## src/rtl/psum_lane_tx.sv

```systemverilog
// rtl/psum_lane_tx.sv - three-lane partial-sum transmitter with per-lane FIFOs
//
// Steers a serial lane0/lane1/lane2 partial-sum stream into three FIFOs and
// presents each as an independent valid/ready channel.
//   clk, rst_n            : clock, synchronous active-low reset
//   in_data/in_sof/in_valid/in_ready : serial input word, start-of-frame mark
//   outN_data/outN_valid/outN_ready  : per-lane output channels (N = 0..2)
//   frame_cnt             : completed frames (lane2 word accepted), wrapping
//   sync_err              : sticky flag, sof seen while not at lane0
module psum_lane_tx #(
    parameter int DWIDTH = 8,
    parameter int DEPTH  = 2,
    parameter int CWIDTH = 16
) (
    input  logic              clk,
    input  logic              rst_n,
    input  logic [DWIDTH-1:0] in_data,
    input  logic              in_sof,
    input  logic              in_valid,
    output logic              in_ready,
    output logic [DWIDTH-1:0] out0_data,
    output logic [DWIDTH-1:0] out1_data,
    output logic [DWIDTH-1:0] out2_data,
    output logic              out0_valid,
    output logic              out1_valid,
    output logic              out2_valid,
    input  logic              out0_ready,
    input  logic              out1_ready,
    input  logic              out2_ready,
    output logic [CWIDTH-1:0] frame_cnt,
    output logic              sync_err
);

    localparam int AW = $clog2(DEPTH);

    typedef enum logic [1:0] {LANE0 = 2'd0, LANE1 = 2'd1, LANE2 = 2'd2} lane_t;

    lane_t             state_q;
    lane_t             state_d;
    logic [1:0]        eff;
    logic              accept;

    logic [DWIDTH-1:0] mem   [3][DEPTH];
    logic [AW-1:0]     wptr  [3];
    logic [AW-1:0]     rptr  [3];
    logic [AW:0]       count [3];
    logic [2:0]        full;
    logic [2:0]        empty;
    logic [2:0]        push;
    logic [2:0]        pop;
    logic [2:0]        out_ready_v;

    assign out_ready_v = {out2_ready, out1_ready, out0_ready};

    always_comb begin
        for (int l = 0; l < 3; l++) begin
            full[l]  = (count[l] == (AW+1)'(DEPTH));
            empty[l] = (count[l] == '0);
        end
    end

    // sof forces lane0 regardless of where the pointer is (resync path)
    always_comb begin
        eff = in_sof ? 2'd0 : state_q;
    end

    // No pass-through: a full lane blocks input even if it pops this cycle
    assign in_ready = rst_n & ~full[eff];
    assign accept   = in_valid & in_ready;

    always_comb begin
        for (int l = 0; l < 3; l++) begin
            push[l] = accept && (eff == 2'(l));
            pop[l]  = ~empty[l] & out_ready_v[l];
        end
    end

    always_comb begin
        state_d = state_q;
        if (accept) begin
            case (eff)
                2'd0:    state_d = LANE1;
                2'd1:    state_d = LANE2;
                default: state_d = LANE0;
            endcase
        end
    end

    always_ff @(posedge clk) begin
        if (!rst_n) begin
            state_q <= LANE0;
        end else begin
            state_q <= state_d;
        end
    end

    always_ff @(posedge clk) begin
        for (int l = 0; l < 3; l++) begin
            if (!rst_n) begin
                wptr[l]  <= '0;
                rptr[l]  <= '0;
                count[l] <= '0;
            end else begin
                if (push[l]) begin
                    mem[l][wptr[l]] <= in_data;
                    wptr[l]         <= wptr[l] + 1'b1;
                end
                if (pop[l]) begin
                    rptr[l] <= rptr[l] + 1'b1;
                end
                if (push[l] && !pop[l]) begin
                    count[l] <= count[l] + 1'b1;
                end else if (!push[l] && pop[l]) begin
                    count[l] <= count[l] - 1'b1;
                end
            end
        end
    end

    always_ff @(posedge clk) begin
        if (!rst_n) begin
            frame_cnt <= '0;
            sync_err  <= 1'b0;
        end else if (accept) begin
            if (eff == 2'd2) begin
                frame_cnt <= frame_cnt + 1'b1;
            end
            if (in_sof && state_q != LANE0) begin
                sync_err <= 1'b1;
            end
        end
    end

    // Data is forced to zero while a lane is empty so stale words never leak
    assign out0_valid = ~empty[0];
    assign out1_valid = ~empty[1];
    assign out2_valid = ~empty[2];
    assign out0_data  = empty[0] ? '0 : mem[0][rptr[0]];
    assign out1_data  = empty[1] ? '0 : mem[1][rptr[1]];
    assign out2_data  = empty[2] ? '0 : mem[2][rptr[2]];

endmodule

```

## config.mk

```make
export PLATFORM = sky130hd
export DESIGN_NAME = psum_lane_tx
export DESIGN_NICKNAME = d
export VERILOG_FILES = /design/src/rtl/psum_lane_tx.sv
export SDC_FILE = /design/constraint.sdc
export NUM_CORES = 1
export LEC_CHECK = 0
export ABC_AREA = 1
export CAP_MARGIN = 10
export CORE_ASPECT_RATIO = 1.25
export CORE_UTILIZATION = 53
export DETAILED_ROUTE_END_ITERATION = 12
export PLACE_DENSITY_LB_ADDON = 0.08
export SYNTH_ARGS = -nofsm -noshare
export SYNTH_HDL_FRONTEND = slang
export SYNTH_SLANG_ARGS = --single-unit
```

## constraint.sdc

```tcl
create_clock -name clk -period 2.6 [get_ports clk]
set_input_delay 0.39 -clock clk [delete_from_list [all_inputs] [get_ports clk]]
set_output_delay 0.39 -clock clk [all_outputs]
set_load 0.03 [all_outputs]
```

Yosys cells after proc, flatten, opt, wreduce, memory -nomap -nowiden
Memories as Yosys holds them, arrays and structs flattened.
Cells that the tools add are included.
Widths: inputs -> output; s select.
Storage, ports and cells
  output and inout bits: 45
  register bits: 19
  word-level logic and storage cells: 173
  memories kept: 4
  input port bits: 15
  memory bits (writable): 60
Memory list
  mem: words 3, bits a word 16, rd ports 3, clocked after Yosys merged registers in 0, write ports 1, RTL line 43  | logic [DWIDTH-1:0] mem [3][DEPTH];
  count: words 3, bits a word 2, rd ports 3, clocked after Yosys merged registers in 0, write ports 3, RTL line 46  | logic [AW:0] count [3];
  rptr: words 3, bits a word 1, rd ports 3, clocked after Yosys merged registers in 0, write ports 3, RTL line 45  | logic [AW-1:0] rptr [3];
  wptr: words 3, bits a word 1, rd ports 3, clocked after Yosys merged registers in 0, write ports 3, RTL line 44  | logic [AW-1:0] wptr [3];
Cells by class
  muxes and demuxes: 83
  reduce and logical (&&, ||, !) cells: 28
  $lt $le $gt $ge: 10
  equality and inequality tests: 5
  bitwise gates (word level): 27
  add/subtract/negate cells: 13
Operators by type and width (count)
  $mux 8: 15
  $mux 16: 7
  $mux 1: 47
  $reduce_or 16->1: 2
  $demux 8 s1: 3
  $mux 2: 9
  $add 16x1->16 const B: 1
  $logic_and 1x1->1: 13
  $ge 2x2->1 const B: 6
  $not 1->2: 6
  $or 1x1->1: 12
  $eq 2x2->1 const B: 4
  $logic_not 2->1: 4
  $add 1x1->1 const B: 6
  $add 2x1->2 const B: 3
  $logic_not 1->1: 6
  $lt 2x1->1 const B: 3
  $sub 2x1->2 const B: 3
  $and 1x1->1: 5
  $not 1->1: 4
  $pmux 2 s2: 1
  $reduce_and 2->1: 2
  $lt 2x3->1 const B: 1
  $bmux 1 s2: 1
  other kinds (2): 2

Longest topological paths before layout
  word-level depth: 14
  mapped depth: 11
  depth with buffers taken out: 11

Least setup slack after synthesis
OpenSTA, ideal clock, no wires.
  kind: register to register
  start: memory count[1][0] in the netlist's numbering
  end: memory mem[0][10] in the netlist's numbering (enable)
  period minus slack after synthesis: 2132 ps
  arrival: 1759 ps
  data required time: 2227 ps
  path buffers: 0
  setup time: 373 ps
  path slack: 468 ps
  stages on the path, launching flop included: 8
  cells stage by stage: edfxtp_1 > inv_1 > ha_1 > nand3_1 > nand2_1 > nor2_2 > nand3_1 > nor2_1
RTL lines (RTL line)
  start: declaration: 46
  end: declaration: 43

==> flow_metrics.env <==
export IMPL_ant_nets=0
export IMPL_holdWs_ns=0.4621
export IMPL_h_tree_depth=3
export IMPL_switchingPower_w=0.0007445
export IMPL_die_area_um2=6939
export IMPL_final_cell_mix="nand2_1, nor2_1, edfxtp_1, clkdlybuf4s50_1, inv_1"
export IMPL_clk_pin_slew_worst_paths_ns=0.08
export IMPL_pwr_density_cell_nw_per_um2=626.2
export IMPL_min_period_ns=2.434
export IMPL_syn_num_nets=391
export IMPL_ir_worst_vdd_mv=0.3162
export IMPL_hold_viol=0
export IMPL_dp_hpwl_um=5081
export IMPL_dr_first_iter_drc_count=251
export IMPL_p_seq_share_pct=51.0
export IMPL_die_w_um=74.71
export IMPL_via_per_inst=5.154
export IMPL_grt_pass1_wl_um=11800
export IMPL_max_clock_path_buffers=2
export IMPL_nets=462
export IMPL_r2r_end="mem[0][26]$_DFFE_PP_"
export IMPL_io_pins=60
export IMPL_required_ns=2.21
export IMPL_ctsHoldBuffers=0
export IMPL_fin_skew_ns=0.004387
export IMPL_place_gp_congestion=0.8668
export IMPL_clkPwrFrac_pct=32.5
export IMPL_dpl_cell_count=516
export IMPL_nFillCells=521
export IMPL_portBuffers=59
export IMPL_combPwrFrac_pct=16.5
export IMPL_setup_violations=0
export IMPL_status="complete, no violations"
export IMPL_yosys_warnings=0
export IMPL_crit_path_end_kind="output pin"
export IMPL_start_util_pct=55.71
export IMPL_crit_chain="inv_1 -> ha_1 -> clkinv_1 -> o21ai_0 -> nor2_1 -> clkdlybuf4s50_1"
export IMPL_track_usage_pct=22.81
export IMPL_core_area_um2=6286
export IMPL_arrival_ns=2.04
export IMPL_grt_start_max_net_pins=23
export IMPL_hold_path_class="reg -> reg"
export IMPL_start_kind="flop"
export IMPL_clk_root_buffer_cell="clkbuf_8"
export IMPL_synth_area_um2=3502
export IMPL_num_vias=2742
export IMPL_rsz0062_at_grt="false"
export IMPL_fin_cells=532
export IMPL_clk_latency_ns=0.34
export IMPL_fin_crit_sh_pct=93.61
export IMPL_cp_slowest_stage_delay_ns=0.68
export IMPL_hp_start="sync_err$_SDFFE_PN0P_"
export IMPL_post_cts_buffers=0
export IMPL_drive_gt1_share_pct=7.830
export IMPL_post_cts_resized=0
export IMPL_diodes=0
export IMPL_cp_num_buf_inv=3
export IMPL_routed_wirelength_um=7198
export IMPL_holdPathStages=2
export IMPL_drc=0
export IMPL_cap_violations=0
export IMPL_cts_buffers=9
export IMPL_syn_inst=371
export IMPL_grt_antenna_before_repair=0
export IMPL_avgSynthCellArea_um2=9.440
export IMPL_tightestPinTransition_ns=0.4003
export IMPL_synth_seq_cells=79
export IMPL_seqCellArea_um2=2162
export IMPL_r2r_start="count[1][0]$_DFFE_PP_"
export IMPL_fmax_ghz=0.4109
export IMPL_fin_tns_setup_ns=0
export IMPL_crit_type="reg -> out"
export IMPL_multi_input_area_um2=1140
export IMPL_reg2reg_setup_slack_ns=0.70
export IMPL_cts_sinks=79
export IMPL_dieHeight_um=92.89
export IMPL_cp_max_fo=10
export IMPL_num_rows=32
export IMPL_wl_per_cell_um=13.53
export IMPL_syn_to_final_growth_pct=26.15
export IMPL_total_leakage_power_nw=1.663
export IMPL_seq_area_frac_synth_pct=61.74
export IMPL_p_int_w=0.002022
export IMPL_whs_endpoint="sync_err$_SDFFE_PN0P_"
export IMPL_timing_slew_headroom_pct=73.29
export IMPL_synth_cell_types=24
export IMPL_critical_path_top_delay_family="buffers and inverters"
export IMPL_cts_tree="done"
export IMPL_first_global_vias=2560
export IMPL_slew_violations=0
export IMPL_p_sw_share_pct=26.91
export IMPL_final_common_cell="nand2_1"
export IMPL_crit_path_top_delay_cell="clkdlybuf4s50_1"
export IMPL_drtPass1Iterations=4
export IMPL_grt_overflow_total=0
export IMPL_ff2ff_path_depth=8
Yosys cell counts:
cell type | count | area share [%]
edfxtp_1 | 58 | 50
nor3_1 | 7 | 1.0
inv_1 | 33 | 3.5
buf_6 | 2 | 0.64
ha_1 | 5 | 1.8
nand4_1 | 4 | 0.71
nand3_1 | 23 | 3.3
clkbuf_1 | 4 | 0.43
nor2_1 | 62 | 6.6
inv_4 | 1 | 0.18
buf_1 | 1 | 0.11
nand4_4 | 1 | 0.61
nand3_2 | 1 | 0.29
dfxtp_1 | 21 | 12
buf_2 | 2 | 0.29
xnor2_1 | 2 | 0.50
inv_2 | 2 | 0.21
xor2_1 | 4 | 1.0
o21ai_0 | 23 | 3.3
nor2_4 | 1 | 0.32
a21oi_1 | 28 | 4.0
nor2_2 | 3 | 0.54
clkinv_1 | 3 | 0.32
nand2_1 | 80 | 8.6
sequential cells by signal, summed over array words and instances (netlist names):
name       flops
count          6
frame_cnt     16
mem           48
rptr           3
state_q        2
sync_err       1
wptr           3
worst min-delay path: stages, from the launching register on:
cell     delay (ns)
dfxtp_1        0.32
inv_1          0.05
a21oi_1        0.05
cells by family after synthesis:
group / synth area share, %
and+or+nand+nor: 21.97
DFF: 61.74
AOI/OAI and AO/OA: 7.288
buffers and inverters: 5.716
xor gates and xnor gates: 1.501
adders and majority gates: 1.786
area by class of cell:
| cell class | instances | area share, % |
|---|---|---|
| inverters | 39 | 3.370 |
| flip-flops and latches | 79 | 48.94 |
| repair buffers | 69 | 15.01 |
| multi-input cells | 244 | 25.80 |
| clock inverters | 6 | 1.359 |
| well taps | 85 | 2.407 |
| clock buffers | 10 | 3.115 |
worst max path at each step:
stage / start / endpoint / slack (ns) / cells after the start
6_report: count[1][0]$_DFFE_PP_ / out1_data[0] / 0.17 / 6
5_1_grt: count[0][0]$_DFFE_PP_ / out0_data[5] / 0.0005 / 6
4_1_cts: count[1][0]$_DFFE_PP_ / out1_data[0] / 0.12 / 6
3_3_place_gp: in_sof / mem[0][14]$_DFFE_PP_ / 0.31 / 9
3_5_place_dp: in_sof / mem[0][27]$_DFFE_PP_ / 0.31 / 9
2_1_floorplan: count[1][0]$_DFFE_PP_ / mem[0][10]$_DFFE_PP_ / 0.47 / 7
routing by layer:
layer / routed length, µm / track usage (%) / share of wire (%)
met5: 0 / 0 / 0
met4: 77 / 11.16 / 1.1
met3: 277 / 2.938 / 3.8
met2: 3846 / 39.26 / 53
met1: 2996 / 27.50 / 42
through the flow:
stage | instance area, µm² | setup WS [ns] | utilization (%) | total power, W
finish | 4418 | 0.1660 | 70.28 | 0.002767
global route | 4418 | 0.0004954 | 70.28 | 0.002871
CTS | 4418 | 0.1242 | 70.28 | 0.002787
detailed placement | 4220 | 0.3078 | 67.14 | 0.001900
global placement | 4220 | 0.3073 | 67.14 | 0.001891
floorplan | 3502 | 0.4675 | - | 0.001704
power groups by stage:
stage               sequential, W  clock, W  combinational, W
CTS                       0.00141  0.000915          0.000462
floorplan                 0.00143         0          0.000277
global route              0.00142  0.000955          0.000500
finish                    0.00141  0.000900          0.000456
detailed placement        0.00144         0          0.000460
global placement          0.00144         0          0.000453
Note: power is estimated with default switching activity, not from simulation.
